[src/rtl/decode_cycle.sv]
// Decode stage of the five-stage RV32I-subset core: main/ALU decode, immediate
// extension, 32x32 register file with write-through bypass, and the ID/EX register.
module decode_cycle (
  input  logic        clk,
  input  logic        rst,
  input  logic [31:0] InstrD,
  input  logic [31:0] PCD,
  input  logic [31:0] PCPlus4D,
  input  logic        RegWriteW,
  input  logic [4:0]  RDW,
  input  logic [31:0] ResultW,
  input  logic        FlushE,
  output logic        RegWriteE,
  output logic        ALUSrcE,
  output logic        MemWriteE,
  output logic        ResultSrcE,
  output logic        BranchE,
  output logic [2:0]  ALUControlE,
  output logic [31:0] RD1_E,
  output logic [31:0] RD2_E,
  output logic [31:0] Imm_Ext_E,
  output logic [4:0]  RD_E,
  output logic [4:0]  RS1_E,
  output logic [4:0]  RS2_E,
  output logic [31:0] PCE,
  output logic [31:0] PCPlus4E,
  output logic [4:0]  RS1_D,
  output logic [4:0]  RS2_D
);

  typedef enum logic [1:0] {IMM_I = 2'b00, IMM_S = 2'b01, IMM_B = 2'b10} imm_src_t;

  typedef struct packed {
    logic        reg_write;
    logic        alu_src;
    logic        mem_write;
    logic        result_src;
    logic        branch;
    logic [2:0]  alu_control;
    logic [31:0] rd1;
    logic [31:0] rd2;
    logic [31:0] imm_ext;
    logic [4:0]  rd;
    logic [4:0]  rs1;
    logic [4:0]  rs2;
    logic [31:0] pc;
    logic [31:0] pc_plus4;
  } id_ex_t;

  logic [6:0]  opcode;
  logic [2:0]  funct3;
  logic        reg_write, alu_src, mem_write, result_src, branch;
  imm_src_t    imm_src;
  logic [1:0]  alu_op;
  logic [2:0]  alu_control;
  logic [31:0] imm_ext;
  logic [31:0] rd1, rd2;
  logic [31:0] rf [0:31];
  logic        wb_en;
  id_ex_t      id_ex_d, id_ex_q;

  assign opcode = InstrD[6:0];
  assign funct3 = InstrD[14:12];
  assign RS1_D  = InstrD[19:15];
  assign RS2_D  = InstrD[24:20];

  always_comb begin
    reg_write  = 1'b0;
    alu_src    = 1'b0;
    mem_write  = 1'b0;
    result_src = 1'b0;
    branch     = 1'b0;
    imm_src    = IMM_I;
    alu_op     = 2'b00;
    case (opcode)
      7'b0000011: begin reg_write = 1'b1; alu_src = 1'b1; result_src = 1'b1; end
      7'b0100011: begin alu_src = 1'b1; mem_write = 1'b1; imm_src = IMM_S; end
      7'b0110011: begin reg_write = 1'b1; alu_op = 2'b10; end
      7'b0010011: begin reg_write = 1'b1; alu_src = 1'b1; alu_op = 2'b10; end
      7'b1100011: begin branch = 1'b1; imm_src = IMM_B; alu_op = 2'b01; end
      default: ;
    endcase
  end

  // Only R-type uses bit 30 to pick sub; addi with bit 30 set stays an add.
  always_comb begin
    alu_control = 3'b000;
    case (alu_op)
      2'b01: alu_control = 3'b001;
      2'b10: begin
        case (funct3)
          3'b000:  alu_control = (opcode == 7'b0110011 && InstrD[30]) ? 3'b001 : 3'b000;
          3'b010:  alu_control = 3'b101;
          3'b110:  alu_control = 3'b011;
          3'b111:  alu_control = 3'b010;
          default: alu_control = 3'b000;
        endcase
      end
      default: alu_control = 3'b000;
    endcase
  end

  always_comb begin
    imm_ext = {{20{InstrD[31]}}, InstrD[31:20]};
    case (imm_src)
      IMM_S:   imm_ext = {{20{InstrD[31]}}, InstrD[31:25], InstrD[11:7]};
      IMM_B:   imm_ext = {{19{InstrD[31]}}, InstrD[31], InstrD[7], InstrD[30:25], InstrD[11:8], 1'b0};
      default: imm_ext = {{20{InstrD[31]}}, InstrD[31:20]};
    endcase
  end

  assign wb_en = RegWriteW && (RDW != 5'd0);

  // Entry 0 is never written, so x0 reads as zero without a special case in storage.
  always_ff @(posedge clk or negedge rst) begin
    if (!rst) begin
      for (int i = 0; i < 32; i++) rf[i] <= '0;
    end else if (wb_en) begin
      rf[RDW] <= ResultW;
    end
  end

  assign rd1 = (RS1_D == 5'd0) ? '0 : (wb_en && RDW == RS1_D) ? ResultW : rf[RS1_D];
  assign rd2 = (RS2_D == 5'd0) ? '0 : (wb_en && RDW == RS2_D) ? ResultW : rf[RS2_D];

  always_comb begin
    id_ex_d = '{
      reg_write:   reg_write,
      alu_src:     alu_src,
      mem_write:   mem_write,
      result_src:  result_src,
      branch:      branch,
      alu_control: alu_control,
      rd1:         rd1,
      rd2:         rd2,
      imm_ext:     imm_ext,
      rd:          InstrD[11:7],
      rs1:         RS1_D,
      rs2:         RS2_D,
      pc:          PCD,
      pc_plus4:    PCPlus4D
    };
  end

  // A flush loads an all-zero bubble, PCs included.
  always_ff @(posedge clk or negedge rst) begin
    if (!rst)        id_ex_q <= '0;
    else if (FlushE) id_ex_q <= '0;
    else             id_ex_q <= id_ex_d;
  end

  assign RegWriteE   = id_ex_q.reg_write;
  assign ALUSrcE     = id_ex_q.alu_src;
  assign MemWriteE   = id_ex_q.mem_write;
  assign ResultSrcE  = id_ex_q.result_src;
  assign BranchE     = id_ex_q.branch;
  assign ALUControlE = id_ex_q.alu_control;
  assign RD1_E       = id_ex_q.rd1;
  assign RD2_E       = id_ex_q.rd2;
  assign Imm_Ext_E   = id_ex_q.imm_ext;
  assign RD_E        = id_ex_q.rd;
  assign RS1_E       = id_ex_q.rs1;
  assign RS2_E       = id_ex_q.rs2;
  assign PCE         = id_ex_q.pc;
  assign PCPlus4E    = id_ex_q.pc_plus4;

endmodule

[config.mk]
export PLATFORM = sky130hd
export DESIGN_NAME = decode_cycle
export DESIGN_NICKNAME = d
export VERILOG_FILES = /design/src/rtl/decode_cycle.sv
export SDC_FILE = /design/constraint.sdc
export NUM_CORES = 2
export LEC_CHECK = 0
export CAP_MARGIN = 10
export CORE_ASPECT_RATIO = 0.6
export CORE_UTILIZATION = 55
export CTS_BUF_LIST = sky130_fd_sc_hd__clkbuf_4 sky130_fd_sc_hd__clkbuf_8
export DETAILED_ROUTE_END_ITERATION = 10
export HOLD_SLACK_MARGIN = 0.1
export PLACE_DENSITY = 0.74
export SYNTH_ARGS = -nofsm -noshare
export SYNTH_HDL_FRONTEND = slang
export SYNTH_SLANG_ARGS = --single-unit
[constraint.sdc]
create_clock -name clk -period 3.2 [get_ports clk]
set_input_delay 0.96 -clock clk [delete_from_list [all_inputs] [get_ports clk]]
set_output_delay 0.96 -clock clk [all_outputs]
set_load 0.03 [all_outputs]
==> impl_metrics.tcl <==
set metrics [dict create \
    worstMarginPinSlew_ps 1131 \
    hp-class "reg -> reg" \
    syn_avg_cell_area_um2 14.91 \
    synth_fp_nets 4199 \
    crit_family "buffers and inverters" \
    relSlewSlack 0.2442 \
    die_x_um 430.2 \
    cts_max_path_buffers 3 \
    peakVddDrop_mv 0.3536 \
    fin_crit_ps 3122 \
    post-route-period-util 0.9757 \
    drt-vias-per-instance 6.810 \
    cell_internal_pwr_w 0.03017 \
    yosysSeqAreaShare 0.4914 \
    cts_root_buf "clkbuf_8" \
    fp.coreArea_um2 108100 \
    grt_usage 0.3645 \
    power_frac_comb 0.215 \
    synth_cell_types 62 \
    drive_above_1_share 0.4866 \
    hold_path_end "rf[1009]" \
    yosysWarnings 0 \
    setup_violations 0 \
    die_h_um 258.9 \
    cp_cell_sequence "clkdlybuf4s50_1" \
    fmax_mhz 320.3 \
    grt_pass1_wl_um 293200 \
    yosysTopAreaCellShare 0.4914 \
    yosysMostFrequentCell "dfrtp_1" \
    clock_latency_ps 880 \
    cts_setup_buffers 0 \
    dr.pass1.iters 7 \
    post_synth_inst_count 4058 \
    whs_ps 399.8 \
    detail-route-antenna-nets 0 \
    whs_path_depth 0 \
    cts_tree "yes" \
    path_max_fanout 1 \
    fill_cells 7614 \
    end_kind "output pin" \
    finalWeightedCongestion 0.9194 \
    io_buffers 329 \
    synth_ff_type "dfrtp_1" \
    setup_slack_ps 77.77 \
    dp.cells 5742 \
    timing.rr.end "RD2_E[0]" \
    die-area_um2 111400 \
    cts_buffers 177 \
    synth_edf_count 0 \
    area_growth_pct 18.76 \
    timing.rr.start "rf[832]" \
    required_ps 2240 \
    rsz0062_at_grt "no" \
    nNetsFinal 4638 \
    p_per_area_nw_per_um2 589.2 \
    reg2reg_slack_ps 1070 \
    hold_viol_final 0 \
    place_worst_setup_slack_ps -267.1 \
    wl_per_cell_um 33.13 \
    yosysTopAreaCell "dfrtp_1" \
    hold_start "rf[1009]" \
    drt_iter0_drc 5440 \
    worstSetupPathType "reg -> out" \
    wirelength_um 201000 \
    cp_slowest_cell "clkdlybuf4s50_1" \
    stdcell_count 6066 \
    hpwl_um 129800 \
    antenna_found_initial 3 \
    start_util 0.5596 \
    synthTopCellsByCount "1,188 x dfrtp_1, 1,017 x mux2_2, 442 x mux4_2, 211 x clkbuf_1, 187 x mux2i_1" \
    leakagePower_nw 31.52 \
    grt_pass1_vias 41031 \
    drc 0 \
    cts.sinks 1188 \
    ios 330 \
    grt_max_degree 131 \
    r2r_cells 5 \
    skew_ps 40.85 \
    via_count 41310 \
    drv_slew 0 \
    htree_levels 4 \
    syn-cell-area_um2 60490 \
    switching_share 0.2873 \
    status "completed" \
    clk_pin_slew_ps 70 \
    critPathLaunchType "register" \
    grt_overflow 0 \
    arrival_ps 2160 \
    p_sw_w 0.01216 \
    worst-path-buf-inv 1 \
    row_count 93 \
    synth-async-reset-ratio 1.000 \
    slowest_delay_ps 740 \
    p_clk_frac 0.321 \
    ys_ff_latch 1188 \
    max_cap_viol_count 0 \
    seq_power_share 0.465 \
    netlist_top_cells_area "dfrtp_1 49%, mux2_2 19%, mux4_2 16%" \
]
==> power by group through the flow <==
stage,registers (W),logic [W],clock network [W]
6_report,0.0197,0.00909,0.0136
5_1_grt,0.0199,0.00959,0.0143
4_1_cts,0.0195,0.00902,0.0137
3_5_place_dp,0.0198,0.00899,0
3_3_place_gp,0.0196,0.00877,0
2_1_floorplan,0.0193,0.00599,0
==> metrics by stage <==
step	power, W	util	setup TNS [ps]	area (µm²)
after floorplan	0.02533	-	0	60490
after global placement	0.02840	0.6288	-31330	67970
after detailed placement	0.02878	0.6288	-32830	67970
after CTS	0.04223	0.6645	0	71840
after global routing	0.04384	0.6646	0	71840
final	0.04233	0.6646	0	71850
==> cells in the final DEF, fill, tap and decap left out, types with 10 or more instances in the layout <==
cell,count
nor2_4,18
mux4_2,442
mux2_2,1017
a21oi_1,48
clkbuf_4,47
mux2i_1,187
a221o_1,35
clkinv_2,28
nor3_1,30
nor2b_1,135
o22ai_1,44
xnor2_1,10
nand2_2,16
nand3_1,11
buf_12,138
a22o_1,19
a211oi_1,67
o21ai_0,14
dfrtp_1,1187
nor2_1,21
nand2_1,44
a22oi_1,114
clkbuf_8,234
clkdlybuf4s50_1,305
nor3b_1,11
o21ai_1,21
buf_4,271
==> final cells by class <==
cell class	count	area, µm²	share of cell area
well taps	1425	1783	0.02482
clock buffers	281	3573	0.04974
clock inverters	39	291.5	0.004058
flip-flops and latches	1188	29730	0.4138
inverters	5	18.77	0.0002612
repair buffers	731	8034	0.1118
multi-input cells	2394	28410	0.3954
diodes	3	7.507	0.0001045
==> kinds of logic after synthesis <==
logic type | Yosys count | share of synthesized area
multiplexers | 1647 | 0.3850
adder cells (fa/ha/maj) | 4 | 0.0008274
XOR/XNOR | 10 | 0.001448
AO/OA/AOI/OAI | 392 | 0.04668
buffers and inverters | 476 | 0.04296
AND/OR/NAND/NOR | 341 | 0.03167
flip-flops | 1188 | 0.4914
==> flip-flops by register name (all words and copies together), names as in the netlist <==
register and flops:
MemWriteE 1, ResultSrcE 1, ALUSrcE 1, RD1_E 32
PCPlus4E 32, rf 1024, Imm_Ext_E 13, RS2_E 5
RS1_E 5, RD_E 5, RegWriteE 1, ALUControlE 3
BranchE 1, RD2_E 32, PCE 32
==> layer usage <==
metal	GRT usage	share of wire	vias to the layer above
met2	0.5195	0.44	2502
met3	0.1022	0.11	421
met1	0.5349	0.42	22012
met5	0	0.000060	-
li1	-	-	16373
met4	0.1355	0.034	2
==> worst max path at each step <==
stage	end	startpoint	slack, ps	cells after the start
floorplan	RD1_E[3]	InstrD[16]	540	7
global placement	rf[873]	RDW[4]	-250	7
detailed placement	rf[835]	RDW[4]	-270	7
CTS	Imm_Ext_E[13]	Imm_Ext_E[30]	0.7	1
global route	Imm_Ext_E[30]	Imm_Ext_E[30]	20	1
finish	RD2_E[5]	RD2_E[5]	80	1
==> what timing repair did <==
item                       CTS  global route
hold endpoints to repair    31             0
cloned                       0             0
gates resized for setup     10             1
setup endpoints to repair   28             1
hold buffers                 1             0
pin swaps                    0             0
Power figures use the tool's default switching activity.
